[config.mk]
export PLATFORM = sky130hd
export DESIGN_NAME = uart_rx
export DESIGN_NICKNAME = d
export VERILOG_FILES = /design/src/rtl/uart_rx.sv
export SDC_FILE = /design/constraint.sdc
export NUM_CORES = 1
export LEC_CHECK = 0
export CAP_MARGIN = 15
export CORE_UTILIZATION = 55
export CTS_CLUSTER_SIZE = 20
export DETAILED_ROUTE_END_ITERATION = 10
export DONT_BUFFER_PORTS = 1
export PLACE_DENSITY = 0.73
export SYNTH_ARGS = -nofsm -noshare
export SYNTH_HDL_FRONTEND = slang
export SYNTH_SLANG_ARGS = --single-unit
[constraint.sdc]
create_clock -name clk_50m -period 1.55 [get_ports clk_50m]
set_input_delay 0.3875 -clock clk_50m [delete_from_list [all_inputs] [get_ports clk_50m]]
set_output_delay 0.3875 -clock clk_50m [all_outputs]
set_load 0.1 [all_outputs]
[src/rtl/uart_rx.sv]
// 16x-oversampled UART receiver (8N1 default, LSB first) with framing/overrun flags.
// Define UART_RX_PARITY_EN to add one even-parity bit between data and stop.
`timescale 1ns/1ps
module uart_rx #(
    parameter int DATA_BITS = 8,
    parameter int OVS       = 16
) (
    input  logic                 clk_50m,
    input  logic                 rst_n,
    input  logic                 clk_en,
    input  logic                 rx,
    input  logic                 rdy_clr,
    output logic [DATA_BITS-1:0] data,
    output logic                 rdy,
    output logic                 frm_err,
    output logic                 overrun,
    output logic                 parity_err
);
    localparam int SW = $clog2(OVS);
    localparam int BW = $clog2(DATA_BITS + 1);
    localparam logic [SW-1:0] HALF_M1  = SW'(OVS / 2 - 1);
    localparam logic [SW-1:0] FULL_M1  = SW'(OVS - 1);
    localparam logic [BW-1:0] LAST_BIT = BW'(DATA_BITS - 1);

    typedef enum logic [2:0] {
        S_IDLE,
        S_START,
        S_DATA,
`ifdef UART_RX_PARITY_EN
        S_PARITY,
`endif
        S_STOP,
        S_BREAK
    } state_t;

    state_t               r_state, w_state_nxt;
    logic [SW-1:0]        r_sample, w_sample_nxt;
    logic [BW-1:0]        r_bitcnt, w_bitcnt_nxt;
    logic [DATA_BITS-1:0] r_shift, w_shift_nxt;
    logic                 r_rx_meta, r_rx_s;
    logic                 w_good, w_bad;
    logic [DATA_BITS-1:0] r_data;
    logic                 r_rdy, r_frm_err, r_overrun;
`ifdef UART_RX_PARITY_EN
    logic                 r_par, w_par_nxt, r_parity_err;
`endif

    always_ff @(posedge clk_50m) begin
        if (!rst_n) begin
            r_rx_meta <= 1'b1;
            r_rx_s    <= 1'b1;
        end else begin
            r_rx_meta <= rx;
            r_rx_s    <= r_rx_meta;
        end
    end

    always_ff @(posedge clk_50m) begin
        if (!rst_n) begin
            r_state  <= S_IDLE;
            r_sample <= '0;
            r_bitcnt <= '0;
            r_shift  <= '0;
`ifdef UART_RX_PARITY_EN
            r_par    <= 1'b0;
`endif
        end else begin
            r_state  <= w_state_nxt;
            r_sample <= w_sample_nxt;
            r_bitcnt <= w_bitcnt_nxt;
            r_shift  <= w_shift_nxt;
`ifdef UART_RX_PARITY_EN
            r_par    <= w_par_nxt;
`endif
        end
    end

    always_comb begin
        w_state_nxt  = r_state;
        w_sample_nxt = r_sample;
        w_bitcnt_nxt = r_bitcnt;
        w_shift_nxt  = r_shift;
`ifdef UART_RX_PARITY_EN
        w_par_nxt    = r_par;
`endif
        w_good       = 1'b0;
        w_bad        = 1'b0;
        if (clk_en) begin
            case (r_state)
                S_IDLE: begin
                    if (!r_rx_s) begin
                        w_state_nxt  = S_START;
                        w_sample_nxt = '0;
                    end
                end
                S_START: begin
                    // Re-check the line at mid start bit; a high here was a glitch.
                    if (r_sample == HALF_M1) begin
                        w_sample_nxt = '0;
                        w_bitcnt_nxt = '0;
                        w_state_nxt  = r_rx_s ? S_IDLE : S_DATA;
                    end else begin
                        w_sample_nxt = r_sample + SW'(1);
                    end
                end
                S_DATA: begin
                    if (r_sample == FULL_M1) begin
                        w_sample_nxt = '0;
                        w_shift_nxt  = {r_rx_s, r_shift[DATA_BITS-1:1]};
                        w_bitcnt_nxt = r_bitcnt + BW'(1);
                        if (r_bitcnt == LAST_BIT) begin
`ifdef UART_RX_PARITY_EN
                            w_state_nxt = S_PARITY;
`else
                            w_state_nxt = S_STOP;
`endif
                        end
                    end else begin
                        w_sample_nxt = r_sample + SW'(1);
                    end
                end
`ifdef UART_RX_PARITY_EN
                S_PARITY: begin
                    if (r_sample == FULL_M1) begin
                        w_sample_nxt = '0;
                        w_par_nxt    = r_rx_s;
                        w_state_nxt  = S_STOP;
                    end else begin
                        w_sample_nxt = r_sample + SW'(1);
                    end
                end
`endif
                S_STOP: begin
                    if (r_sample == FULL_M1) begin
                        w_sample_nxt = '0;
                        w_good       = r_rx_s;
                        w_bad        = !r_rx_s;
                        w_state_nxt  = r_rx_s ? S_IDLE : S_BREAK;
                    end else begin
                        w_sample_nxt = r_sample + SW'(1);
                    end
                end
                S_BREAK: begin
                    if (r_rx_s) w_state_nxt = S_IDLE;
                end
                default: w_state_nxt = S_IDLE;
            endcase
        end
    end

    // A good frame landing on the same edge as rdy_clr wins: the old word was acknowledged.
    always_ff @(posedge clk_50m) begin
        if (!rst_n) begin
            r_data    <= '0;
            r_rdy     <= 1'b0;
            r_frm_err <= 1'b0;
            r_overrun <= 1'b0;
`ifdef UART_RX_PARITY_EN
            r_parity_err <= 1'b0;
`endif
        end else if (w_good) begin
            r_data    <= r_shift;
            r_rdy     <= 1'b1;
            r_frm_err <= 1'b0;
            r_overrun <= r_rdy && !rdy_clr;
`ifdef UART_RX_PARITY_EN
            r_parity_err <= ^{r_shift, r_par};
`endif
        end else begin
            if (w_bad) r_frm_err <= 1'b1;
            if (rdy_clr) begin
                r_rdy     <= 1'b0;
                r_overrun <= 1'b0;
            end
        end
    end

    assign data    = r_data;
    assign rdy     = r_rdy;
    assign frm_err = r_frm_err;
    assign overrun = r_overrun;
`ifdef UART_RX_PARITY_EN
    assign parity_err = r_parity_err;
`else
    assign parity_err = 1'b0;
`endif
endmodule

---- After elaboration in Yosys (flattened, before gate mapping) ----
Cells that the tools add are included.
W data, S select, Z words.
word-level totals
  register bits after elaboration ......... 32
  bits of input ports ..................... 5
  logic and storage cells ................. 64
operators by class
  add/sub/neg operators ................... 2
  eq/ne operators ......................... 13
  mux-type cells .......................... 25
  bitwise operators ....................... 1
  reduce and logical (&&, ||, !) cells .... 13
operators with widths
  operator               count
  $mux W3                7
  $mux W4                5
  $pmux W3 S5            1
  $ne A2 B2 Y1 const B   6
  $pmux W4 S3            1
  $mux W1                9
  $add A4 B1 Y4 const B  2
  $eq A4 B3 Y1 const B   2
  $pmux W4 S2            1
  $reduce_and A7 Y1      1
  $eq A3 B2 Y1 const B   2
  $reduce_and A3 Y1      2
  $eq A4 B4 Y1 const B   1
  $reduce_and A4 Y1      1
  $reduce_bool A2 Y1     2
  $reduce_or A2 Y1       2
  $eq A3 B1 Y1 const B   1
  $eq A3 B3 Y1 const B   1
  $logic_not A3 Y1       1
  $reduce_bool A3 Y1     1
  $logic_not A1 Y1       2
  $mux W2                1
  $logic_and A1 B1 Y1    1
  $not A1 Y1             1

---- Logic depth before layout (Yosys ltp) ----
  depth after elaboration ................. 5
  gate-level depth with buffers ........... 6
  mapped depth without buffers ............ 5

---- Worst setup path after synthesis ----
Ideal clock, no wire load.
  kind .................................... register to register
  from .................................... reg r_state[1]
  to ...................................... reg r_bitcnt[2]
  arrival time ............................ 1.375 ns
  required time ........................... 1.435 ns
  path slack .............................. 0.061 ns
  stages on the path, launching flop included .. 6
  buffers on the path ..................... 1
  clock period less this slack ............ 1.489 ns
  cells stage by stage .................... dfxtp_1 buf_2 or3b_1 a211oi_2 a21boi_1 o21a_1
on the way
  word-level cells in the longest chain between the ends .. 3
  elaborated cells between the ends (all ways) .. 7
  those cells by class .................... eq/ne (4); mux (1); reduce/logical (2)
ends and longest elaborated chain
  what                                                                        line  source
  start, declared                                                             36    state_t r_state, w_state_nxt;
  start signal, assigned                                                      68    r_state <= w_state_nxt;
  $eq A3 B2 Y1 / $eq A3 B1 Y1 (equally long branches)                         89    case (r_state)
  $ne A2 B2 Y1 (no source line) / $reduce_bool A2 Y1 (equally long branches)  n/a
  $reduce_and A4 Y1 (no source line)                                          n/a
  end signal, assigned                                                        70    r_bitcnt <= w_bitcnt_nxt;
  end, declared                                                               38    logic [BW-1:0] r_bitcnt, w_bitcnt_nxt;
Several ways; a longest one is shown, not always the timed one.
A chain may end at the register's enable or synchronous reset.

---- Worst setup path in the final report ----
  from .................................... reg r_sample[3]
  to ...................................... reg r_bitcnt[3]
on the way
  word-level cells in the longest chain between the ends .. 3
  elaborated cells between the ends (all ways) .. 5
  those cells by class .................... eq/ne (4); reduce/logical (1)
ends and longest elaborated chain
  what                                                 line     source
  start, declared                                      37       logic [SW-1:0] r_sample, w_sample_nxt;
  start signal, assigned                               69       r_sample <= w_sample_nxt;
  $eq A4 B4 Y1 / $eq A4 B3 Y1 (equally long branches)  107, 98
  $ne A2 B2 Y1 (no source line)                        n/a
  $reduce_and A4 Y1 (no source line) *                 n/a
Every way passes the cells marked *; elsewhere a longest branch is shown, timed or not.

==> summary.md <==
| Metric | Value |
|---|---|
| Status | finished clean |
| Final Hold Fails | 0 |
| Max-slew violation count | 0 |
| Top layer in use | met4 |
| Clock transition at path regs | 0.10 ns |
| Worst path buffer plus inverter count | 0 |
| Root buffer cell | clkbuf_4 |
| Max Root-Sink Buffers | 2 |
| Final #Nets | 174 |
| Top cells by area, synth | dfxtp_1, mux2i_1, nor2_1, nand2b_1, nand3_1 |
| Slowest CP cell | or3b_4 |
| Sequential fraction of the synthesis area | 45.7% |
| WP data required | 1.79 ns |
| Leading cell types by count after synthesis | dfxtp_1, nor2_1, mux2i_1, nand2_1, nand3_1 |
| Met3 Routed Length | 126 um |
| CTS H-Tree Depth | 2 |
| Starting Density | 61.0% |
| Synthesized area | 1400 sq um |
| Post-DP HPWL | 1790 um |
| Seq cells post-synth | 32 |
| Final clock skew | 0.00387 ns |
| Chip width | 52.5 um |
| Post-synth EDFFs | 0 |
| Grt ovf | 0 |
| DR WL/cell | 14.4 um |
| CP top delay family | compound AO/OA/AOI/OAI gates |
| Drt pass-1 iters | 4 |
| Fin crit period | 1.50 ns |
| Filler cells | 181 |
| Power Density | 913 nW/um^2 |
| Arrival @ worst endpoint | 1.74 ns |
| CP Max Fanout | 6 |
| Diodes inserted | 0 |
| RSZ-0062 raised after global routing | yes |
| Final Setup Violations | 0 |
| Met1 wire length | 1280 um |
| Yosys top cell by area | dfxtp_1 |
| Layout cells sized above 1 | 23.8% |
| Die H | 52.5 um |
| Slowest stage delay, CP | 0.40 ns |
| Post-Synthesis Cells | 149 |
| TNS Setup | 0 ns |
| Post-Place Worst Slack | -0.0103 ns |
| CTS Hold Bufs | 0 |
| First-pass GRT wire length | 4440 um |
| Post-Syn Nets | 156 |
| Async set or reset register ratio after synthesis | 0% |
| Drt first-iter violations | 21 |
| CTS tree | yes |
| Sink Count | 32 |
| Routed Antenna Nets | 0 |
| Routability cong. | 0.833 |
| Period utilization | 96.9% |
| Most common cell in the synthesized netlist | dfxtp_1 |
| Hold Crit Class | input pin to register |
| FMAX | 666 MHz |
| GRT Util Overall | 22.8% |
| Crit end category | register |
| Cts bufs inserted | 5 |
| Number of global-route vias before repair | 998 |
| Final setup margin | 0.0483 ns |
| Initial antenna violation count | 0 |
| Vias per cell | 5.57 |
| Main synth FF type | dfxtp_1 |
| Worst skew pair latency | 0.34 ns |
| Avg Cell Area, Syn | 9.40 sq um |
| Area Overhead vs Synth | 20.2% |
| # port buffers | 0 |
| Pin count of the biggest net entering global routing | 29 |
| Synth cell types | 38 |
| Row cnt | 17 |
| Worst IR drop on VDD | 0.682 mV |
| Post-Route WL | 2820 um |
| Startpoint types | register |
| Crit path kind | register to register |
| Die area | 2750 sq um |
| CP Cell Sequence | or3b_4 -> a211oi_4 -> a21boi_1 -> o21a_1 |
| Leakage dissipation | 0.000781 uW |
| Ports | 17 |
| DRC viols | 0 |
| Vias | 1,092 |
| # Max-Cap Violations | 0 |
| Core area | 2300 sq um |
| Area share of the largest cell type after synthesis | 45.7% |
| Final Power | 1540 uW |
| Yosys warning count | 0 |
| Metal2 WL | 1350 um |
[worst reg2reg max path, cell delays in order, from the launching register on]
cell,delay [ns]
dfxtp_4,0.37
or3b_4,0.40
a211oi_4,0.33
a21boi_1,0.12
o21a_1,0.17
[metal layers]
| layer | global-route usage [%] | vias up |
|---|---|---|
| met5 | 0 | - |
| met4 | 9.65 | 0 |
| met3 | 9.57 | 8 |
| met2 | 35.9 | 21 |
| met1 | 27.1 | 510 |
| li1 | - | 553 |
[final cells by class]
type,instances,area [sq um],area share [%]
multi-input combinational,107,751,44.6
sequential,32,651,38.6
timing repair buffer,19,164,9.73
clock buffer,6,41.3,2.45
clock inverter,2,35.0,2.08
tap,28,35.0,2.08
inverter,2,7.51,0.446
[final timing paths]
kind                            startpoint                        to  slack (ns)  cells past startpoint
setup / recovery  r_sample[3]$_SDFFE_PN0P_  r_bitcnt[3]$_SDFFE_PN0P_        0.05                      4
hold / removal                     rdy_clr      overrun$_SDFFE_PN0P_        0.12                      1
setup reg to reg  r_sample[3]$_SDFFE_PN0P_  r_bitcnt[3]$_SDFFE_PN0P_        0.05                      4
hold reg to reg       r_rx_meta$_SDFF_PN1_         r_rx_s$_SDFF_PN1_        0.42                      1
[state kept, by name (all words and copies together) (netlist names)]
signal and cells:
r_state 3, r_rx_s 1, data 8, r_sample 4
rdy 1, frm_err 1, r_rx_meta 1, overrun 1
r_bitcnt 4, r_shift 8
[layout by cell type, fill, tap and decap left out, drive strengths merged, types with 2 or more instances in the layout]
cell    synthesis  routed
nand3           8       8
nor2           23      23
o21ai           2       2
ha              2       2
a21oi           4       4
o21a            2       2
nor3b           3       3
nand2b          7       7
nor3            3       3
a21boi          3       3
clkbuf          3       6
inv             2       2
buf             5      18
nand3b          3       3
nand2           9       9
mux2i          20      20
dfxtp          32      32
a211o           2       2
[cell families after synthesis]
kind of cell / count (synthesis) / synth area share, %
XOR/XNOR: 2 / 1.25
AND/OR/NAND/NOR: 62 / 22.4
adder cells (fa/ha/maj): 2 / 1.79
AO/OA/AOI/OAI: 19 / 10.2
multiplexers: 21 / 15.1
flip-flops: 32 / 45.7
buffers and inverters: 10 / 3.30
other: 1 / 0.268
[metrics by stage]
stage	utilization [%]	area, sq um	instances	hold slack, ns
finish	73.3	1680	196	0.115
global route	73.3	1680	196	0.0851
CTS	70.6	1620	194	0.113
detailed placement	66.9	1540	186	0.398
global placement	66.9	1540	186	0.389
floorplan	-	1400	149	0.386
[report_power, final]
part	internal [uW]	total, uW	leakage, uW	switching, uW
Combinational	26.4	77.7	0.000478	51.3
Clock	338	631	0.0000422	293
Sequential	824	829	0.000261	4.32
[timing repair]
item | 4_1_cts | 5_1_grt
pin swaps | 1 | 6
resized for setup | 2 | 15
buffers inserted | 0 | 2
setup endpoints to repair | 4 | 25
endpoints found under the hold margin | 0 | 0
Power figures use the tool's default switching activity.
